### src/rtl/spi_pkg.sv
// Shared state encoding and sizing constants for the SPI shift engine and its
// SCLK generator.
package spi_pkg;

   typedef enum logic [2:0] {
      IDLE  = 3'd0,
      LOAD  = 3'd1,
      SHIFT = 3'd2,
      STORE = 3'd3,
      NEXT  = 3'd4
   } spi_state_e;

   localparam int unsigned DEF_WIDTH   = 8;
   localparam int unsigned DEF_CLK_DIV = 4;

   // Edge counter must hold 2*WIDTH toggles.
   function automatic int unsigned bit_cnt_w(input int unsigned width);
      return $clog2(2 * width) + 1;
   endfunction

   localparam int unsigned BIT_CNT_W = bit_cnt_w(DEF_WIDTH);

endpackage

### src/rtl/spi_sclk_gen.sv
// SCLK divider: toggles sclk every CLK_DIV cycles while run is high and flags
// leading/trailing/last edges of a 2*WIDTH-toggle frame.
module spi_sclk_gen
   import spi_pkg::*;
#(
   parameter int unsigned WIDTH   = DEF_WIDTH,
   parameter int unsigned CLK_DIV = DEF_CLK_DIV,
   parameter int unsigned CNT_W   = BIT_CNT_W
) (
   input  logic clk,
   input  logic rst,
   input  logic run,
   input  logic cpol,
   output logic sclk,
   output logic lead_pulse,
   output logic trail_pulse,
   output logic last_edge
);

   localparam int unsigned DIV_W = $clog2(CLK_DIV);

   logic [DIV_W-1:0] div_q, div_d;
   logic [CNT_W-1:0] edge_q, edge_d;
   logic             sclk_q, sclk_d;
   logic             edge_now;

   always_comb begin
      edge_now    = run && (div_q == DIV_W'(CLK_DIV - 1));
      lead_pulse  = edge_now && !edge_q[0];
      trail_pulse = edge_now && edge_q[0];
      last_edge   = edge_now && (edge_q == CNT_W'(2 * WIDTH - 1));
      div_d       = '0;
      edge_d      = '0;
      sclk_d      = cpol;
      if (run) begin
         sclk_d = sclk_q;
         div_d  = edge_now ? '0 : div_q + 1'b1;
         edge_d = edge_q;
         if (edge_now) begin
            sclk_d = ~sclk_q;
            edge_d = last_edge ? '0 : edge_q + 1'b1;
         end
      end
   end

   always_ff @(posedge clk or negedge rst) begin
      if (!rst) begin
         div_q  <= '0;
         edge_q <= '0;
         sclk_q <= 1'b0;
      end else begin
         div_q  <= div_d;
         edge_q <= edge_d;
         sclk_q <= sclk_d;
      end
   end

   assign sclk = sclk_q;

endmodule

### src/rtl/spi_shift_engine.sv
// SPI master serialiser: pops TX FIFO words, shifts them MSB-first on MOSI,
// assembles MISO into RX words and pushes them to the RX FIFO.
module spi_shift_engine
   import spi_pkg::*;
#(
   parameter int unsigned WIDTH   = DEF_WIDTH,
   parameter int unsigned CLK_DIV = DEF_CLK_DIV
) (
   input  logic             clk,
   input  logic             rst,
   input  logic             en,
   input  logic             cpol,
   input  logic             cpha,
   input  logic [WIDTH-1:0] tx_dout,
   input  logic             tx_empty,
   output logic             tx_re,
   output logic [WIDTH-1:0] rx_din,
   input  logic             rx_full,
   output logic             rx_we,
   output logic             sclk,
   output logic             mosi,
   input  logic             miso,
   output logic             cs_n,
   output logic             busy
);

   spi_state_e       state_q, state_d;
   logic [WIDTH-1:0] shift_q, shift_d;
   logic [WIDTH-1:0] rx_din_q, rx_din_d;
   logic             cpol_q, cpol_d, cpha_q, cpha_d;
   logic             mosi_q, mosi_d, cs_n_q, cs_n_d;
   logic             tx_re_q, tx_re_d, rx_we_q, rx_we_d, busy_q, busy_d;
   logic             sclk_pol, lead_pulse, trail_pulse, last_edge;
   logic             sample, drive;

   // In IDLE sclk tracks the live cpol input; once a frame starts it uses the latched copy.
   assign sclk_pol = (state_q == IDLE) ? cpol : cpol_q;

   spi_sclk_gen #(
      .WIDTH   (WIDTH),
      .CLK_DIV (CLK_DIV),
      .CNT_W   (bit_cnt_w(WIDTH))
   ) u_sclk_gen (
      .clk         (clk),
      .rst         (rst),
      .run         (state_q == SHIFT),
      .cpol        (sclk_pol),
      .sclk        (sclk),
      .lead_pulse  (lead_pulse),
      .trail_pulse (trail_pulse),
      .last_edge   (last_edge)
   );

   always_comb begin
      state_d  = state_q;
      shift_d  = shift_q;
      rx_din_d = rx_din_q;
      cpol_d   = cpol_q;
      cpha_d   = cpha_q;
      mosi_d   = mosi_q;
      cs_n_d   = cs_n_q;
      tx_re_d  = 1'b0;
      rx_we_d  = 1'b0;
      sample   = cpha_q ? trail_pulse : lead_pulse;
      drive    = cpha_q ? lead_pulse : (trail_pulse && !last_edge);
      unique case (state_q)
         IDLE: begin
            cs_n_d = 1'b1;
            if (en && !tx_empty) begin
               state_d = LOAD;
               tx_re_d = 1'b1;
               cpol_d  = cpol;
               cpha_d  = cpha;
            end
         end
         LOAD: begin
            shift_d = tx_dout;
            cs_n_d  = 1'b0;
            if (!cpha_q) mosi_d = tx_dout[WIDTH-1];
            state_d = SHIFT;
         end
         SHIFT: begin
            if (sample) shift_d = {shift_q[WIDTH-2:0], miso};
            if (drive) mosi_d = shift_q[WIDTH-1];
            if (last_edge) state_d = STORE;
         end
         STORE: begin
            if (!rx_full) begin
               rx_din_d = shift_q;
               rx_we_d  = 1'b1;
               state_d  = NEXT;
            end
         end
         NEXT: begin
            if (en && !tx_empty) begin
               state_d = LOAD;
               tx_re_d = 1'b1;
            end else begin
               state_d = IDLE;
               cs_n_d  = 1'b1;
            end
         end
         default: state_d = IDLE;
      endcase
      busy_d = (state_d != IDLE);
   end

   always_ff @(posedge clk or negedge rst) begin
      if (!rst) begin
         state_q  <= IDLE;
         shift_q  <= '0;
         rx_din_q <= '0;
         cpol_q   <= 1'b0;
         cpha_q   <= 1'b0;
         mosi_q   <= 1'b0;
         cs_n_q   <= 1'b1;
         tx_re_q  <= 1'b0;
         rx_we_q  <= 1'b0;
         busy_q   <= 1'b0;
      end else begin
         state_q  <= state_d;
         shift_q  <= shift_d;
         rx_din_q <= rx_din_d;
         cpol_q   <= cpol_d;
         cpha_q   <= cpha_d;
         mosi_q   <= mosi_d;
         cs_n_q   <= cs_n_d;
         tx_re_q  <= tx_re_d;
         rx_we_q  <= rx_we_d;
         busy_q   <= busy_d;
      end
   end

   assign tx_re  = tx_re_q;
   assign rx_we  = rx_we_q;
   assign rx_din = rx_din_q;
   assign mosi   = mosi_q;
   assign cs_n   = cs_n_q;
   assign busy   = busy_q;

endmodule
### config.mk
export PLATFORM = sky130hd
export DESIGN_NAME = spi_shift_engine
export DESIGN_NICKNAME = d
export VERILOG_FILES = /design/src/rtl/spi_pkg.sv /design/src/rtl/spi_sclk_gen.sv /design/src/rtl/spi_shift_engine.sv
export SDC_FILE = /design/constraint.sdc
export NUM_CORES = 1
export LEC_CHECK = 0
export CAP_MARGIN = 10
export CORE_AREA = 2 2 67 69
export CTS_BUF_LIST = sky130_fd_sc_hd__clkbuf_4 sky130_fd_sc_hd__clkbuf_8
export DETAILED_ROUTE_END_ITERATION = 8
export DIE_AREA = 0 0 69 71
export GPL_TIMING_DRIVEN = 0
export HOLD_SLACK_MARGIN = 0.1
export PLACE_DENSITY = 0.68
export SLEW_MARGIN = 20
export SYNTH_ARGS = -nofsm -noshare
export SYNTH_HDL_FRONTEND = slang
export SYNTH_SLANG_ARGS = --single-unit
export TNS_END_PERCENT = 5
### constraint.sdc
create_clock -name clk -period 2 [get_ports clk]
set_clock_uncertainty 0.2 [all_clocks]
set_input_delay 0.4 -clock clk [delete_from_list [all_inputs] [get_ports clk]]
set_output_delay 0.4 -clock clk [all_outputs]
set_load 0.005 [all_outputs]
==> tab_implementation.tex <==
\begin{tabular}{lr}
\hline
Metric & Value \\
\hline
\multicolumn{2}{l}{\textbf{STA}} \\
Number of setup violations in the final report & 0 \\
Number of hold violations in the final report & 0 \\
Final worst path period need & 1900 ps \\
Final Slew Violations & 0 \\
Total Neg Setup Slack & 0 ps \\
Worst rel slew slack & between 60\% and 70\% \\
Post-route clock period utilization & 95.0\% \\
Worst Tran Pin Value & a little under 500 ps \\
RSZ-0062 raised after global routing & false \\
Top achievable clock speed & roughly 530 MHz \\
Post-route worst hold slack & 237 ps \\
\multicolumn{2}{l}{\textbf{Yosys}} \\
Yosys top cell area share & 51.5\% \\
Post-synth EDFFs & 0 \\
Main flop type after synthesis & dfrtp\_1 \\
Leading post-synthesis cells by cell area & dfrtp\_1, mux2\_2, mux2i\_1 \\
Gate count of the mapped netlist & 117 \\
Netlist area before placement & 1600 sq um \\
Proportion of synthesized chip area in sequential cells & a little over half \\
Cell variety after synth & 40 \\
Ys async rst share & 100\% \\
Avg Synthesized Cell Area & $\sim$14 sq um \\
Synth cell count leaders & dfrtp\_1, mux2\_2, o21ai\_0 \\
Synth Warn \# & 0 \\
Cell taking the most area after synthesis & dfrtp\_1 \\
Number of storage elements in the synthesis netlist & 34 \\
Count leader, synth & dfrtp\_1 \\
Post-synth net total & 135 \\
\multicolumn{2}{l}{\textbf{Critical path}} \\
Crit-path leading delay family & flip-flops \\
Worst-path fanout max & 2 \\
Cell with the largest stage delay on the worst path & dfstp\_2 \\
Cell chain of the critical path & clkdlybuf4s50\_1 \\
Biggest cell delay along the critical path & around 530 ps \\
Startpoint type of the worst setup path & flop \\
Required time at the worst-slack endpoint & 1400 ps \\
Endpoint kind of the worst setup timing path & primary output \\
Crit path DAT & 1300 ps \\
Number of buffer and inverter stages on the critical path & 1 \\
Kind of critical path & reg2out \\
\multicolumn{2}{l}{\textbf{Worst hold path}} \\
Worst min-delay path class & reg2reg \\
\multicolumn{2}{l}{\textbf{Finish}} \\
Fraction of layout instances using a drive strength above 1 & 33.5\% \\
Final-layout fill cell count & about 390 \\
Area of the multi-input gates & 708 sq um \\
Net count, final & 175 \\
Combined flip-flop and latch cell area & 852 sq um \\
Layout area overhead & 31.0\% \\
Number of non-filler instances in the completed layout & 210 \\
Ant. Diodes & 0 \\
\multicolumn{2}{l}{\textbf{Pwr}} \\
Leakage power & 0.927 nW \\
Power density relative to cell area & 1320 nW/um\^{}2 \\
Largest vdd supply drop & 0.702 mV \\
\multicolumn{2}{l}{\textbf{Clock tree}} \\
Clk buf depth & 2 \\
Number of clock sinks seen by CTS & 34 \\
Clock network latency to the later pin of the worst-skew pair & 290 ps \\
CTS clock-pin slew for the worst setup and hold paths & 70 ps \\
Total number of H-tree levels & 2 \\
Number of clock buffers inserted by TritonCTS & 5 \\
Buffer cell driving the clock tree root & clkbuf\_8 \\
TritonCTS clock tree & done \\
\multicolumn{2}{l}{\textbf{Route}} \\
WL per Instance & around 15 um \\
Length of the first detailed-routing pass in iterations & 2 \\
Post-Route WL & about 3100 um \\
DR DRC count & 0 \\
Violation count after the first detailed-route iteration & 40 \\
Antenna viol nets, final & 0 \\
Avg Vias per Cell & 5.10 \\
Routed via count & 1,072 \\
\multicolumn{2}{l}{\textbf{Global routing}} \\
All-Layer GR Usage & 14.5\% \\
First-pass GRT wire length & roughly 5600 um \\
Sum of overflow across all layers after global routing & 0 \\
Initial antenna violation count & 0 \\
Number of global-route vias before repair & 1,183 \\
Maximum number of pins on one net before global-route repair & 22 \\
\multicolumn{2}{l}{\textbf{Place}} \\
Half-perimeter wire length after detailed placement & roughly 2300 um \\
Placed cells & approximately 200 \\
Buffers added on ports & 29 \\
Gp weighted congestion & 0.734 \\
\multicolumn{2}{l}{\textbf{Floorplan}} \\
Overall die height & 71 um \\
\# IOs & 30 \\
Initial core utilization & between 30\% and 40\% \\
Overall die area & 4900 sq um \\
Die Width & 69 um \\
Area inside the core boundary & 4200 sq um \\
Row count & 24 \\
\multicolumn{2}{l}{\textbf{Outcome}} \\
Run status & finished clean \\
\multicolumn{2}{l}{\textbf{Flow run}} \\
Max capacitance violation total & 0 \\
\hline
\end{tabular}
-- state kept, by name, indices dropped and copies added (netlist names) --
register           count
busy                   1
cpha_q                 1
cpol_q                 1
cs_n                   1
mosi                   1
rx_din                 8
rx_we                  1
shift_q                8
state_q                3
tx_re                  1
u_sclk_gen.div_q       2
u_sclk_gen.edge_q      5
u_sclk_gen.sclk        1
-- power breakdown --
part / internal, W / total, W / switching [W]
combinational: 0.000705 / 0.00112 / 0.000419
clock: 0.000291 / 0.000533 / 0.000242
sequential: 0.000957 / 0.00113 / 0.000170
-- cell families after synthesis --
| family | after synthesis | synth area share (%) |
|---|---|---|
| AO/OA/AOI/OAI | 12 | 6.24 |
| XOR/XNOR | 3 | 1.64 |
| adder cells (fa/ha/maj) | 2 | 1.56 |
| buffers and inverters | 6 | 2.73 |
| flip-flops | 34 | 53.1 |
| multiplexers | 30 | 20.7 |
| AND/OR/NAND/NOR | 30 | 14.0 |
-- final cells by class --
cell class | count | area share [%]
Clock inverter | 1 | 0.238
Sequential cell | 34 | 40.5
Tap cell | 52 | 3.10
Multi-Input combinational cell | 77 | 33.7
Clock buffer | 7 | 4.29
Inverter | 1 | 0.179
Timing Repair Buffer | 33 | 16.1
Buffer | 5 | 1.90
-- layout by cell type, fill, tap and decap left out, types with 2 or more instances in the layout --
cell / count
buf_2: 3
nor2_1: 3
o21ai_0: 5
nor3_1: 2
buf_6: 2
nand2_1: 4
dfrtp_1: 33
mux2_2: 26
buf_4: 3
clkbuf_8: 6
mux2i_1: 4
nor3b_1: 2
nand3b_1: 2
clkdlybuf4s50_1: 28
xor2_1: 3
ha_1: 2
-- worst paths after layout --
kind                                           from                   to  slack [ps]  cells after the start
worst max-delay path                           cs_n                 cs_n         100                      1
worst min-delay path            u_sclk_gen.div_q[0]  u_sclk_gen.div_q[0]         240                      1
worst max register to register           state_q[0]           shift_q[2]         110                      3
worst min register to register  u_sclk_gen.div_q[0]  u_sclk_gen.div_q[0]         240                      1
max in group asynchronous                       rst            rx_din[2]         820                      3
min in group asynchronous                       rst      u_sclk_gen.sclk         360                      2
-- layer usage --
| metal | track usage [%] | up-vias | share of wire [%] |
|---|---|---|---|
| met2 | 25.0 | 26 | 50 |
| li1 | - | 507 | - |
| met3 | 5.13 | 6 | 5.1 |
| met1 | 16.6 | 533 | 43 |
| met4 | 5.23 | 0 | 1.6 |
| met5 | 0 | - | 0 |
-- per-stage QoR --
step | total power (W) | setup WS (ps) | utilization (%) | area (sq um)
4_1_cts | 0.00279 | 13.9 | 49.6 | 2090
2_1_floorplan | 0.00179 | 209 | - | 1600
5_1_grt | 0.00300 | 37.3 | 50.0 | 2100
3_5_place_dp | 0.00224 | -183 | 47.1 | 1980
6_report | 0.00278 | 99.0 | 50.0 | 2100
3_3_place_gp | 0.00219 | -362 | 46.6 | 1960
-- timing repair --
item                                   in CTS  in global routing
setup endpoints to repair                   0                  8
hold buffers                                1                  0
gates resized for setup                     0                  0
setup buffers                               0                  2
endpoints found under the hold margin      12                  0
Power figures use the tool's default switching activity.
